[src/rtl/imgproc_msg_pkg.sv]
// Shared constants and types for the image processor message reader.
// Register map, default IDs, sequencer states and message field layout.
package imgproc_msg_pkg;

  localparam logic [2:0] ADDR_STATUS = 3'd0;
  localparam logic [2:0] ADDR_MSG    = 3'd1;
  localparam logic [2:0] ADDR_ID     = 3'd2;

  localparam logic [31:0] MSG_ID_DEF   = 32'h00524242;
  localparam logic [31:0] BLOCK_ID_DEF = 32'h1234EEE2;
  localparam int          POLL_GAP_DEF = 64;

  localparam int FLD_W     = 11;
  localparam int X_LSB     = 16;
  localparam int Y_LSB     = 0;
  localparam int WORDS_LSB = 8;
  localparam int WORDS_W   = 8;

  typedef enum logic [3:0] {
    S_ID_RD,
    S_ID_CAP,
    S_HALT,
    S_POLL_RD,
    S_POLL_CAP,
    S_GAP,
    S_WAIT,
    S_MSG_RD,
    S_MSG_CAP,
    S_HOLD
  } rd_state_e;

  function automatic logic [FLD_W-1:0] fld(
    input logic [31:0] w,
    input int          lsb
  );
    return w[lsb +: FLD_W];
  endfunction

endpackage

[src/rtl/imgproc_box_parser.sv]
// Re-frames the message word stream into bounding-box records.
// Frame index persists across polls so messages may straddle them.
module imgproc_box_parser
  import imgproc_msg_pkg::*;
#(
  parameter logic [31:0] MSG_ID = MSG_ID_DEF
) (
  input  logic             clk,
  input  logic             reset,
  input  logic             word_valid,
  input  logic [31:0]      word,
  input  logic             box_ready,
  output logic             box_valid,
  output logic [FLD_W-1:0] box_x_min,
  output logic [FLD_W-1:0] box_y_min,
  output logic [FLD_W-1:0] box_x_max,
  output logic [FLD_W-1:0] box_y_max,
  output logic [7:0]       sync_err,
  output logic [15:0]      msg_count,
  output logic             busy
);

  logic [1:0]       idx_q;
  logic [FLD_W-1:0] xs_q;
  logic [FLD_W-1:0] ys_q;
  logic             take;

  assign take = box_valid & box_ready;
  // a record completing this cycle counts as pending already
  assign busy = box_valid | (word_valid & (idx_q == 2'd2));

  always_ff @(posedge clk) begin
    if (reset) begin
      idx_q     <= 2'd0;
      xs_q      <= '0;
      ys_q      <= '0;
      box_valid <= 1'b0;
      box_x_min <= '0;
      box_y_min <= '0;
      box_x_max <= '0;
      box_y_max <= '0;
      sync_err  <= '0;
      msg_count <= '0;
    end else begin
      if (take) begin
        box_valid <= 1'b0;
        msg_count <= msg_count + 16'd1;
      end
      if (word_valid) begin
        unique case (idx_q)
          2'd0: begin
            if (word == MSG_ID)
              idx_q <= 2'd1;
            else if (sync_err != 8'hFF)
              sync_err <= sync_err + 8'd1;
          end
          2'd1: begin
            xs_q  <= fld(word, X_LSB);
            ys_q  <= fld(word, Y_LSB);
            idx_q <= 2'd2;
          end
          2'd2: begin
            box_x_min <= xs_q;
            box_y_min <= ys_q;
            box_x_max <= fld(word, X_LSB);
            box_y_max <= fld(word, Y_LSB);
            box_valid <= 1'b1;
            idx_q     <= 2'd0;
          end
          default: idx_q <= 2'd0;
        endcase
      end
    end
  end

endmodule

[src/rtl/imgproc_msg_reader.sv]
// Bus-master sequencer: checks block ID, polls status, drains messages.
// Every slave access is an ISSUE/CAPTURE pair so strobes never abut.
module imgproc_msg_reader
  import imgproc_msg_pkg::*;
#(
  parameter int          POLL_GAP = POLL_GAP_DEF,
  parameter logic [31:0] MSG_ID   = MSG_ID_DEF,
  parameter logic [31:0] BLOCK_ID = BLOCK_ID_DEF
) (
  input  logic        clk,
  input  logic        reset,
  input  logic        enable,
  output logic        m_chipselect,
  output logic        m_read,
  output logic        m_write,
  output logic [2:0]  m_address,
  input  logic [31:0] m_readdata,
  output logic        box_valid,
  input  logic        box_ready,
  output logic [10:0] box_x_min,
  output logic [10:0] box_y_min,
  output logic [10:0] box_x_max,
  output logic [10:0] box_y_max,
  output logic        id_ok,
  output logic        id_err,
  output logic [7:0]  sync_err,
  output logic [15:0] msg_count
);

  localparam int GAP_W = $clog2(POLL_GAP + 1);

  rd_state_e          state_q;
  rd_state_e          state_d;
  rd_state_e          poll_go;
  logic [WORDS_W-1:0] remain_q;
  logic [WORDS_W-1:0] words;
  logic [GAP_W-1:0]   gap_q;
  logic               id_ok_q;
  logic               id_err_q;
  logic               issue;
  logic               word_valid;
  logic               rec_busy;

  assign words = m_readdata[WORDS_LSB +: WORDS_W];

  // strobe is gated by reset so it drops in the reset cycle itself
  assign issue = ~reset & ((state_q == S_ID_RD) |
                           (state_q == S_POLL_RD) |
                           (state_q == S_MSG_RD));

  assign m_chipselect = issue;
  assign m_read       = issue;
  assign m_write      = 1'b0;
  assign word_valid   = ~reset & (state_q == S_MSG_CAP);
  assign id_ok        = id_ok_q;
  assign id_err       = id_err_q;

  always_comb begin
    m_address = ADDR_ID;
    if (!reset) begin
      unique case (state_q)
        S_POLL_RD, S_POLL_CAP, S_GAP, S_WAIT:
          m_address = ADDR_STATUS;
        S_MSG_RD, S_MSG_CAP, S_HOLD:
          m_address = ADDR_MSG;
        default:
          m_address = ADDR_ID;
      endcase
    end
  end

  always_comb begin
    state_d = state_q;
    poll_go = enable ? S_POLL_RD : S_WAIT;
    unique case (state_q)
      S_ID_RD:
        state_d = S_ID_CAP;
      S_ID_CAP:
        state_d = (m_readdata == BLOCK_ID) ? poll_go : S_HALT;
      S_HALT:
        state_d = S_HALT;
      S_POLL_RD:
        state_d = S_POLL_CAP;
      S_POLL_CAP: begin
        if (words == '0)
          state_d = S_GAP;
        else if (rec_busy)
          state_d = S_HOLD;
        else
          state_d = S_MSG_RD;
      end
      S_GAP:
        if (gap_q == '0) state_d = poll_go;
      S_WAIT:
        if (enable) state_d = S_POLL_RD;
      S_MSG_RD:
        state_d = S_MSG_CAP;
      S_MSG_CAP: begin
        if (remain_q == '0)
          state_d = poll_go;
        else if (rec_busy)
          state_d = S_HOLD;
        else
          state_d = S_MSG_RD;
      end
      S_HOLD:
        if (box_valid & box_ready) state_d = S_MSG_RD;
      default:
        state_d = S_ID_RD;
    endcase
  end

  always_ff @(posedge clk) begin
    if (reset) begin
      state_q  <= S_ID_RD;
      remain_q <= '0;
      gap_q    <= '0;
      id_ok_q  <= 1'b0;
      id_err_q <= 1'b0;
    end else begin
      state_q <= state_d;
      if (state_q == S_ID_CAP) begin
        id_ok_q  <= (m_readdata == BLOCK_ID);
        id_err_q <= (m_readdata != BLOCK_ID);
      end
      if (state_q == S_POLL_CAP) begin
        remain_q <= words;
        gap_q    <= GAP_W'(POLL_GAP - 1);
      end
      if (state_q == S_MSG_RD)
        remain_q <= remain_q - 1'b1;
      if (state_q == S_GAP)
        gap_q <= gap_q - 1'b1;
    end
  end

  imgproc_box_parser #(
    .MSG_ID (MSG_ID)
  ) u_parser (
    .clk        (clk),
    .reset      (reset),
    .word_valid (word_valid),
    .word       (m_readdata),
    .box_ready  (box_ready),
    .box_valid  (box_valid),
    .box_x_min  (box_x_min),
    .box_y_min  (box_y_min),
    .box_x_max  (box_x_max),
    .box_y_max  (box_y_max),
    .sync_err   (sync_err),
    .msg_count  (msg_count),
    .busy       (rec_busy)
  );

endmodule

[config.mk]
export PLATFORM = sky130hd
export DESIGN_NAME = imgproc_msg_reader
export DESIGN_NICKNAME = d
export VERILOG_FILES = /design/src/rtl/imgproc_msg_pkg.sv /design/src/rtl/imgproc_box_parser.sv /design/src/rtl/imgproc_msg_reader.sv
export SDC_FILE = /design/constraint.sdc
export NUM_CORES = 1
export LEC_CHECK = 0
export ABC_AREA = 0
export CORE_MARGIN = 2
export CORE_UTILIZATION = 30
export CTS_CLUSTER_DIAMETER = 100
export DETAILED_ROUTE_END_ITERATION = 12
export GPL_ROUTABILITY_DRIVEN = 1
export GPL_TIMING_DRIVEN = 0
export SYNTH_ARGS = -nofsm -noshare
export SYNTH_HDL_FRONTEND = slang
export SYNTH_SLANG_ARGS = --single-unit
[constraint.sdc]
create_clock -name clk -period 2.2 [get_ports clk]
set_input_delay 0.33 -clock clk [delete_from_list [all_inputs] [get_ports clk]]
set_output_delay 0.33 -clock clk [all_outputs]
set_load 0.005 [all_outputs]
Yosys cells after proc, flatten, opt, wreduce, memory -nomap -nowiden
Index checks and enable logic that the tools add are counted.
{ "op_classes": {"n_addsub": 4, "n_eq_ne": 19, "mux": 20, "bitwise": 9, "reduce_logical": 14} }
{ "op_table": {"columns": ["cell", "count"], "rows": [
  ["$pmux W4 S10", 1],
  ["$eq A32 B23 Y1 const B", 1],
  ["$eq A32 B29 Y1 const B", 1],
  ["$ne A32 B29 Y1 const B", 1],
  ["$mux W4", 6],
  ["$add A16 B1 Y16 const B", 1],
  ["$eq A4 B3 Y1 const B", 4],
  ["$logic_not A8 Y1", 2],
  ["$mux W8", 2],
  ["$mux W7", 2],
  ["$add A8 B1 Y8 const B", 1],
  ["$eq A4 B2 Y1 const B", 2],
  ["$eq A4 B4 Y1 const B", 2],
  ["$ne A8 B8 Y1 const B", 1],
  ["$pmux W2 S2", 2],
  ["$sub A8 B1 Y8 const B", 1],
  ["$logic_not A7 Y1", 1],
  ["$sub A7 B1 Y7 const B", 1],
  ["$mux W3", 2],
  ["$reduce_and A2 Y1", 3],
  ["$and A1 B1 Y1", 4],
  ["$eq A4 B1 Y1 const B", 1],
  ["$logic_not A4 Y1", 1],
  ["$mux W2", 2],
  ["other kinds (13)", 21]
]} }
{ "word_totals": {"regBits": 114, "in_bits": 36, "output_inout_bits": 77, "word_cells": 81} }

Depth between registers and ports, before layout
Gate-level depths: netlist of run 1.
{ "depth": {"ltp_word": 7, "depth_mapped": 8, "ltp_nobuf": 7} }

By module
Synthesis of run 1 repeated with hierarchy kept, for this count alone.
{ "unflattened": {"hier_cells": 625, "area_unflattened_um2": 5051.1} }
{ "modules_own_cells": {"columns": ["mod", "instances", "cells_each", "area_each_um2", "seq_area_each_um2"], "rows": [
  ["imgproc_box_parser", 1, 441, 3578.4, 1861.8],
  ["imgproc_msg_reader", 1, 184, 1472.7, 420.4]
]} }

Least setup slack after synthesis of run 1
OpenSTA, ideal clock, no wires.
{ "synth_path": {"path_kind": "flip-flop to flip-flop", "startpoint": "register state_q[0]", "endpoint": "register u_parser.sync_err[5]", "setup_time_ns": 0.061, "t_arrival_ns": 1.973, "t_required_ns": 2.139, "path_slack_ns": 0.166, "stages_incl_launch_ff": 9, "n_path_buf": 3, "period_less_slack_ns": 2.034, "cell_sequence": "dfxtp_1 > buf_6 > or4b_4 > buf_6 > nor2_8 > o311ai_4 > buf_6 > or4_1 > nand2_1"} }
{ "synth_between": {"elab_chain_cells": 3} }
{ "synth_lines": {"columns": ["item", "line", "text"], "rows": [
  ["start, declared", "imgproc_msg_reader.sv:32", "rd_state_e state_q;"],
  ["start signal, assigned", "imgproc_msg_reader.sv:121", "state_q <= state_d;"],
  ["$eq A4 B4 Y1", "imgproc_msg_reader.sv:54", "assign word_valid = ~reset & (state_q == S_MSG_CAP);"],
  ["$and A1 B1 Y1", "imgproc_msg_reader.sv:54", null],
  ["$reduce_and A4 Y1 (no line)", null, null],
  ["end signal, assigned", "imgproc_box_parser.sv:55", "sync_err <= sync_err + 8'd1;"],
  ["end, declared", "imgproc_box_parser.sv:18", "output logic [7:0] sync_err,"]
]} }
No other way between the ends.
A chain may end at the register's enable or synchronous reset.

Final worst setup path of run 1
Same ends and word-level chain as after synthesis.

==> results of run 1 <==
## layout make-up
type                    instances  area [sq um]  area share (%)
clock buffers                  23           488            6.86
plain buffers                  41           221            3.11
multi-input cells             441          2560            36.0
inverters                      10          37.5           0.528
well taps                     220           275            3.87
clock inverters                 9          80.1            1.13
flip-flops and latches        114          2290            32.2
repair buffers                118          1150            16.2
## stage by stage
step           hold WS (ns)  setup slack [ns]  instances  cell area (sq um)
2_1_floorplan         0.425             0.166        612               5040
3_3_place_gp          0.437            -0.882        941               6410
3_5_place_dp          0.441            -0.830        941               6410
4_1_cts               0.354            -0.106        972               7070
5_1_grt               0.399          -0.00652        976               7110
6_report              0.364            0.0655        976               7110
## registers in the layout (all words and copies together) (netlist names)
name / flops
gap_q: 7
id_err: 1
id_ok: 1
remain_q: 8
state_q: 4
u_parser.box_valid: 1
u_parser.box_x_max: 11
u_parser.box_x_min: 11
u_parser.box_y_max: 11
u_parser.box_y_min: 11
u_parser.idx_q: 2
u_parser.msg_count: 16
u_parser.sync_err: 8
u_parser.xs_q: 11
u_parser.ys_q: 11
## worst register-to-register path, cell delays in order (launching register included)
cell	delay, ns
sky130_fd_sc_hd__dfxtp_1	0.32
sky130_fd_sc_hd__buf_6	0.14
sky130_fd_sc_hd__or4b_4	0.58
sky130_fd_sc_hd__nor2_8	0.15
sky130_fd_sc_hd__o311ai_4	0.15
sky130_fd_sc_hd__buf_6	0.18
sky130_fd_sc_hd__or4_1	0.49
sky130_fd_sc_hd__nand2_1	0.07
## cells by family after synthesis
kind of cell             Yosys count  synth area share, %
XOR/XNOR                          16                 2.78
AND/OR/NAND/NOR                  272                 27.3
adder cells (fa/ha/maj)            5                 1.24
buffers and inverters             57                 4.91
multiplexers                       2                0.422
other                              1               0.0744
AO/OA/AOI/OAI                    144                 18.0
flip-flops                       114                 45.3
## what timing repair did
action,4_1_cts,5_1_grt
cloned,0,1
hold endpoints to repair,0,0
resized for setup,37,8
hold buffers,0,0
pin swaps,3,4
setup buffers,4,5
endpoints found under the setup margin,74,7
## metal layers
metal	GRT usage [%]	up-vias
met2	26.7	117
met1	23.6	2273
met4	6.21	0
met5	0	-
li1	-	2408
met3	4.38	22
## worst paths after layout
check                           cells past startpoint              endpoint  slack [ns]        startpoint
worst max-delay path                                7  u_parser.sync_err[5]        0.07        state_q[0]
worst min-delay path                                3            state_q[2]        0.36             reset
worst max register to register                      7  u_parser.sync_err[5]        0.07        state_q[0]
worst min register to register                      2      u_parser.ys_q[7]        0.45  u_parser.ys_q[7]
## cells in the final DEF, fill, tap and decap left out, types with 17 or more instances in the layout
master,count
sky130_fd_sc_hd__a21o_1,26
sky130_fd_sc_hd__a21oi_1,47
sky130_fd_sc_hd__and3_1,32
sky130_fd_sc_hd__clkbuf_1,23
sky130_fd_sc_hd__clkbuf_16,17
sky130_fd_sc_hd__clkdlybuf4s50_1,105
sky130_fd_sc_hd__dfxtp_1,111
sky130_fd_sc_hd__nand2_1,112
sky130_fd_sc_hd__nor2_1,45
sky130_fd_sc_hd__o21ai_0,34
## power groups by stage
stage	logic (mW)	registers (mW)	clock network, mW
final	0.942	2.22	2.62
after global placement	0.858	2.23	0
after detailed placement	0.858	2.23	0
after CTS	0.913	2.20	2.66
after global routing	1.03	2.22	2.77
after floorplan	0.565	2.21	0
==> impl.org, run 1 <==
** Power
- Design internal power :: 4.25 mW
- Power spent charging and discharging nets :: 1.52 mW
- Sequential cells burn 38.4% of the power.
- Net switching share of the total power :: 26.3%
- Proportion of power drawn by combinational gates :: 16.3%
- The clock network accounts for 45.3% of the total power.
- Power density relative to cell area :: 812 nW/um^2
- The design draws 5.77 mW.
- Across the VDD grid, the largest voltage drop is 0.000478 V.
- In this run the static leakage power is 2.82 nW.

** Global route
- Initial antenna violation count :: 0
- GR Util All Layers :: 17.3%
- After global routing the overflow that remains totals 0.
- First-pass GRT wire length :: 24200 microns
- The number of global-route vias before repair was 4528.
- Largest net degree at the start of global routing :: 17

** Routing
- The first routing iteration left 347 violations.
- Dividing the detail-routed wire length by the instance count gives 15.6 microns.
- Uppermost layer routed :: met4
- TritonRoute pass-1 iters :: 5
- Ratio of routed vias to standard cells :: 4.94
- In the final routing, the length of wire on met1 measures 7300 microns.
- For this block, the routed nets add up to 15300 microns of wire.
- Summed over all nets, wire length on met3 after detailed routing comes to 708 microns.
- In the routed design, unresolved DRC markers number 0.
- Via total after detailed routing :: 4820
- The routed design uses 6930 microns of met2 wire.
- Post-route antenna net violation count :: 0

** Timing
- Worst Skew :: 0.00732 ns
- Final hold violation count :: 0
- Setup Total Neg Slack :: 0 ns
- Fmax achieved :: 468 MHz
- Max transition margin :: 55.5%
- At the pin with the least slew margin, the transition time is 0.659 ns.
- Setup violation total in the final timing report :: 0
- Final period util :: 97.0%
- The clock period could shrink to 2.13 ns.
- The max-slew violation count came to 0.

** Finish
- Utilization of the core after routing :: 43.0%
- Fill cell instance count of the final layout :: 1650
- For this run, the post-layout net count is 784.
- The repair_antennas step left the layout with diodes totalling 0.
- In the final layout, the share of cells above drive strength 1 is 10.4%.
- From synthesis to final layout, the design area changed by 41.1%.

** Synth
- After synthesis the netlist holds a flip-flop and latch count of 114.
- In this run the biggest area consumer among cell types represents 45.3% of the synthesized area.
- Counting flops with a built-in enable in the synthesized netlist gives 0.
- Syn Inst Count :: 611
- The Yosys step of the flow raised 0 warnings.
- Most common cell in the netlist :: sky130_fd_sc_hd__dfxtp_1
- Prevailing post-synth register cell :: sky130_fd_sc_hd__dfxtp_1
- In this run the mean area of a mapped cell was 8.25 sq um.
- Most frequent cells after synthesis :: sky130_fd_sc_hd__dfxtp_1 (114), sky130_fd_sc_hd__nand2_1 (112), sky130_fd_sc_hd__a21oi_1 (47), sky130_fd_sc_hd__nor2_1 (45), sky130_fd_sc_hd__clkbuf_1 (41)
- Sequential fraction of the synthesis area :: 45.3%
- Synth area leaders :: sky130_fd_sc_hd__dfxtp_1 (45%), sky130_fd_sc_hd__nand2_1 (8.3%), sky130_fd_sc_hd__a21oi_1 (4.7%)
- Summing every instance area after synthesis gives 5040 sq um.
- The number of different library cells used by synthesis comes to 55.
- Share of synthesized registers carrying an async set or reset :: 0%
- The biggest area contributor in the post-synthesis netlist is sky130_fd_sc_hd__dfxtp_1.

** Floorplanning
- 113 I/O pins were placed.
- Vertical extent of the die :: 134 microns
- The floorplan has 47 rows.
- Die Footprint :: 17900 sq um
- The die is 134 microns wide.
- Initial standard-cell utilization of the core :: 30.5%
- The core region is 16500 sq um.

** Clocking
- In this run the deepest clock path goes through 2 buffers.
- Source-to-sink clock delay at the later pin of the worst-skew pair :: 0.41 ns
- Clock-pin slew was measured on the worst setup and hold paths at 0.05 ns.
- Htree depth :: 4
- CTS root buffer :: sky130_fd_sc_hd__clkbuf_16
- Num Clock Sinks :: 114
- TritonCTS built the clock tree.
- Cts bufs inserted :: 17

** Critical path
- Buffers & Inverters on Critical Path :: 2
- Maximum cell stage delay along the critical path :: 0.58 ns
- Kind of start point of the critical path :: flop
- Master of the slowest instance on the critical path :: sky130_fd_sc_hd__or4b_4
- STA classifies the critical path endpoint as a flop.
- Cell type with the highest occurrence count on the critical path :: sky130_fd_sc_hd__buf_6
- Ordered cell list for the critical path :: buf_6 -> or4b_4 -> nor2_8 -> o311ai_4 -> buf_6 -> or4_1 -> nand2_1
- Worst Path Arrival :: 2.49 ns
- At the worst endpoint, the required time is 2.55 ns.
- Family of cells with the greatest summed delay on the critical path :: simple AND/OR/NAND/NOR gates
- Peak fanout along the critical path :: 9
- The critical path is of the flop to flop type.

** Hold path
- Classification of the worst-slack hold path :: input port to flop

** Run
- Maximum capacitance violations :: 0

** Place
- During placement, the flow inserted port buffers numbering 109.
- Post-detail-place hpwl :: 10900 microns
- At the end of routability-driven placement, the weighted congestion stood at 0.833.

** Run status
- The flow ran to the end, and the final reports show no timing, DRC or antenna violations.
Power figures use the tool's default switching activity.
==> run 2: changes to the inputs <==
--- a/config.mk
+++ b/config.mk
@@ -14,4 +14,5 @@
 export GPL_TIMING_DRIVEN = 0
 export SYNTH_ARGS = -nofsm -noshare
 export SYNTH_HDL_FRONTEND = slang
+export SYNTH_HIERARCHICAL = 1
 export SYNTH_SLANG_ARGS = --single-unit
==> run 2 against run 1 <==
Net effect: fmax grew 1.5%; largest power group unchanged; die area grew 0.19%; cell area grew 1.7%; setup slack gained 0.031 ns; clock power grew 9.5%.
==> impl.org, run 2 <==
** Hold path
- Classification of the worst-slack hold path :: input port to flop (unchanged)
- The hold path startpoint was reset (unchanged).

** Finish
- Most common cell after layout, fill and taps aside :: sky130_fd_sc_hd__nand2_1 (unchanged)
- The post-layout instance count excluding filler cells is 994 (was 976).
- Number of nets in the final layout :: 803 (was 784)
- Ratio of cells with drive above 1 in the final layout :: 11.6% (was 10.4%)
- The register with the most flip-flops was u_parser/msg_count (was u_parser.msg_count).
- Commonest cells after routing, fill and taps aside :: sky130_fd_sc_hd__nand2_1 (152), sky130_fd_sc_hd__dfxtp_1 (112), sky130_fd_sc_hd__clkdlybuf4s50_1 (105), sky130_fd_sc_hd__a21oi_1 (92), sky130_fd_sc_hd__nor2_1 (37) (was sky130_fd_sc_hd__nand2_1 (112), sky130_fd_sc_hd__dfxtp_1 (111), sky130_fd_sc_hd__clkdlybuf4s50_1 (105), sky130_fd_sc_hd__a21oi_1 (47), sky130_fd_sc_hd__nor2_1 (45))
- Max FFs per register :: 16 (unchanged)
- The total inserted antenna cells was 0 (unchanged).
- The area growth from synthesis to layout is 43.2% (was 41.1%).

** Global route
- Number of global-route vias before repair :: 4501 (was 4528)
- The wire length of the first global-routing pass came to 23800 microns (was 24200 microns).
- Initial antenna violation count :: 0 (unchanged)
- The largest net degree at the start of global routing came to 17 (unchanged).
- The all-layer global routing usage was 17.1% (was 17.3%).
- The global-route congestion overflow total was 0 (unchanged).

** Power
- Part of the power in registers :: 36.9% (was 38.4%)
- The switching power came to 1.48 mW (was 1.52 mW).
- The clock power share came to 47.7% (was 45.3%).
- The worst-case vdd ir drop is 0.000543 V (was 0.000478 V).
- Net switching share of the total power :: 24.7% (was 26.3%)
- Design internal power :: 4.53 mW (was 4.25 mW)
- Pwr Total :: 6.01 mW (was 5.77 mW)
- The power per cell area came to 830 nW/um^2 (was 812 nW/um^2).
- The static leakage came to 2.42 nW (was 2.82 nW).
- The fraction of power consumed by combinational cells was 15.4% (was 16.3%).

** Critical path
- Critical path capture point type :: flop (unchanged)
- The startpoint type of the worst setup path is a flop (unchanged).
- The data arrival time of the worst path came to 2.39 ns (was 2.49 ns).
- Peak fanout along the critical path :: 10 (was 9)
- Data required time of the worst path :: 2.49 ns (was 2.55 ns)
- The critical register-to-register path startpoint was state_q[2] (was state_q[0]).
- Setup crit start :: state_q[2] (was state_q[0])
- The path type of the worst setup path is flop to flop (unchanged).

** Floorplanning
- The die extent in x is 134 microns (about the same).
- The total I/O pin count is 113 (unchanged).
- The area of the core came to 16500 sq um (unchanged).
- The number of placement rows is 47 (unchanged).
- Vertical extent of the die :: 134 microns (about the same)
- Die Footprint :: 17900 sq um (about the same)
- Initial standard-cell utilization of the core :: 30.6% (was 30.5%)

** Timing
- The clock period minus final worst setup slack was 2.10 ns (was 2.13 ns).
- Final hold violation count :: 0 (unchanged)
- Setup violation total in the final timing report :: 0 (unchanged)
- The worst hold slack is 0.421 ns (was 0.364 ns).
- The sum of negative setup slack was 0 ns (unchanged).
- The worst slew slack as a fraction of its limit was 63.7% (was 55.5%).
- Worst Skew :: 0.00736 ns (was 0.00732 ns)
- The share of the cycle needed by the critical path after routing came to 95.6% (was 97.0%).
- Final max-slew violation count :: 0 (unchanged)
- The actual transition at the worst max-transition pin was 0.540 ns (was 0.659 ns).
- The timing-limited maximum frequency came to 475 MHz (was 468 MHz).
- The final critical-path setup slack came to 0.0960 ns (was 0.0655 ns).
- Setup repair after global routing missed its margin :: false

** Routing
- The amount of wire on met3 after detailed routing was 856 microns (was 708 microns).
- TritonRoute pass-1 iters :: 4 (was 5)
- The remaining number of nets flagged by the antenna check after routing is 0 (unchanged).
- Ratio of routed vias to standard cells :: 4.90 (was 4.94)
- Routed length on met1 :: 7220 microns (was 7300 microns)
- Uppermost layer routed :: met4 (unchanged)
- Post-route DRC violation count :: 0 (unchanged)
- The total length of routed met2 wires was 6670 microns (was 6930 microns).
- Via total after detailed routing :: 4874 (was 4820)
- Average wire length per cell after detail routing :: 15.2 microns (was 15.6 microns)
- The violation count after the first detailed-route iteration was 302 (was 347).
- Sum of routed wire length over all layers :: 15100 microns (was 15300 microns)

** Synth
- Synth area leaders :: sky130_fd_sc_hd__dfxtp_1 (45%), sky130_fd_sc_hd__nand2_1 (11%), sky130_fd_sc_hd__a21oi_1 (9.2%) (was sky130_fd_sc_hd__dfxtp_1 (45%), sky130_fd_sc_hd__nand2_1 (8.3%), sky130_fd_sc_hd__a21oi_1 (4.7%))
- Ys Warns :: 6 (was 0)
- Most frequent cells after synthesis :: sky130_fd_sc_hd__nand2_1 (152), sky130_fd_sc_hd__dfxtp_1 (114), sky130_fd_sc_hd__a21oi_1 (93), sky130_fd_sc_hd__nor2_1 (39), sky130_fd_sc_hd__clkbuf_1 (27) (was sky130_fd_sc_hd__dfxtp_1 (114), sky130_fd_sc_hd__nand2_1 (112), sky130_fd_sc_hd__a21oi_1 (47), sky130_fd_sc_hd__nor2_1 (45), sky130_fd_sc_hd__clkbuf_1 (41))
- The cell area after technology mapping is 5050 sq um (was 5040 sq um).
- Share of the synthesized area in the top cell type :: 45.2% (was 45.3%)
- Prevailing post-synth register cell :: sky130_fd_sc_hd__dfxtp_1 (unchanged)
- The most repeated cell in the gate-level netlist after synthesis is sky130_fd_sc_hd__nand2_1 (was sky130_fd_sc_hd__dfxtp_1).
- Share of synthesized registers carrying an async set or reset :: 0% (unchanged)
- The mean area per synthesized cell is 8.08 sq um (was 8.25 sq um).
- The number of instances in the synthesized netlist came to 625 (was 611).
- Cell taking the most area after synthesis :: sky130_fd_sc_hd__dfxtp_1 (unchanged)
- The count of unique library cells instantiated by Yosys came to 64 (was 55).
- EDFF count, synth :: 0 (unchanged)
- FF+latch count, synth :: 114 (unchanged)
- Sequential fraction of the synthesis area :: 45.2% (was 45.3%)

** Clocking
- The deepest clock path buffer count is 2 (unchanged).
- The number of H-tree levels is 4 (unchanged).
- Cts bufs inserted :: 17 (unchanged)
- The clock-pin slew on the worst setup and hold paths came to 0.05 ns (about the same).
- CTS tree :: built (unchanged)
- Num Clock Sinks :: 114 (unchanged)
- The count of hold-fix buffers inserted at cts was 0 (unchanged).
- CTS root buffer :: sky130_fd_sc_hd__clkbuf_16 (unchanged)
- The later-pin clock latency in the skew report was 0.41 ns (about the same).

** Run
- Maximum capacitance violations :: 0 (unchanged)

** Place
- Port buffer count :: 110 (was 109)
- Cells after DPL :: 956 (was 941)
- Final weighted congestion in routability-driven placement :: 0.824 (was 0.833)
- Post-detail-place hpwl :: 10900 microns (about the same)
- The pre-CTS setup slack came to -1.13 ns (was -0.830 ns).

** Run status
- Result of the run: complete, no violations (unchanged).
run 2: changes by cell type after synthesis, sizes merged, moves of 8 or more:
cell,previous run,this run
nand2,112,153
a21oi,47,93
a21o,26,0
and3,33,1
xor2,14,6
clkbuf,41,27
o21ai,35,16
run 2: kinds of logic after synthesis:
| group | count (synthesis) | synth area share [%] |
|---|---|---|
| adder cells (fa/ha/maj) | 4 | 0.991 |
| multiplexers | 3 | 0.718 |
| other | 1 | 0.0742 |
| AND/OR/NAND/NOR | 298 | 30.0 |
| XOR/XNOR | 12 | 2.08 |
| buffers and inverters | 50 | 4.31 |
| AO/OA/AOI/OAI | 143 | 16.6 |
| flip-flops | 114 | 45.2 |
run 2: through the flow:
| stage | utilization (%) | instance area (sq um) |
|---|---|---|
| 6_report | 43.8 | 7230 |
| 3_3_place_gp | 38.9 | 6430 |
| 4_1_cts | 43.4 | 7180 |
| 2_1_floorplan | - | 5050 |
| 3_5_place_dp | 38.9 | 6430 |
| 5_1_grt | 43.8 | 7230 |
run 2: worst max-delay path: stages (launching register included):
cell and delay [ns]:
sky130_fd_sc_hd__dfxtp_1 0.34, sky130_fd_sc_hd__buf_6 0.16, sky130_fd_sc_hd__inv_1 0.11, sky130_fd_sc_hd__nand3_2 0.12, sky130_fd_sc_hd__nor2_4 0.19, sky130_fd_sc_hd__nor3b_4 0.29, sky130_fd_sc_hd__nand2_4 0.14, sky130_fd_sc_hd__nor4b_4 0.30
sky130_fd_sc_hd__mux2_1 0.34
run 2: path summary, 6_finish.rpt:
path / end / slack, ns / cells after the start
max: u_parser/sync_err[3] / 0.1 / 8
min: state_q[1] / 0.42 / 2
max reg2reg: u_parser/sync_err[3] / 0.1 / 8
min reg2reg: u_parser/box_x_max[1] / 0.45 / 2
run 2: what timing repair did:
item / in CTS / in global routing
setup endpoints to repair: 83 / 68
pin swaps: 3 / 3
resized for setup: 29 / 19
setup buffers: 9 / 1
run 2: power by group through the flow:
stage	logic [mW]	clock network (mW)	registers, mW
2_1_floorplan	0.522	0	2.22
3_3_place_gp	0.795	0	2.22
3_5_place_dp	0.798	0	2.22
4_1_cts	0.881	2.93	2.21
5_1_grt	1.00	3.03	2.22
6_report	0.926	2.87	2.21
run 2: area by class of cell:
cell class	instances	area, sq um
clock inverter	10	159
inverter	11	41.3
multi-input combinational	462	2630
clock buffer	20	457
timing repair buffer	120	1170
tap	220	275
fill	1616	9290
sequential	114	2290
buffer	37	213
run 2: per-layer routing:
| layer | GRT usage [%] | vias up |
|---|---|---|
| met5 | 0 | - |
| met4 | 7.45 | 0 |
| met3 | 4.60 | 22 |
| met2 | 25.1 | 132 |
| met1 | 23.4 | 2264 |
| li1 | - | 2456 |
==> run 3: changes to the inputs <==
--- a/config.mk
+++ b/config.mk
@@ -5,7 +5,6 @@
 export SDC_FILE = /design/constraint.sdc
 export NUM_CORES = 1
 export LEC_CHECK = 0
-export ABC_AREA = 0
 export CORE_MARGIN = 2
 export CORE_UTILIZATION = 30
 export CTS_CLUSTER_DIAMETER = 100
==> results of run 3 <==
Final layout, timing and power as in run 2 (identical DEF).
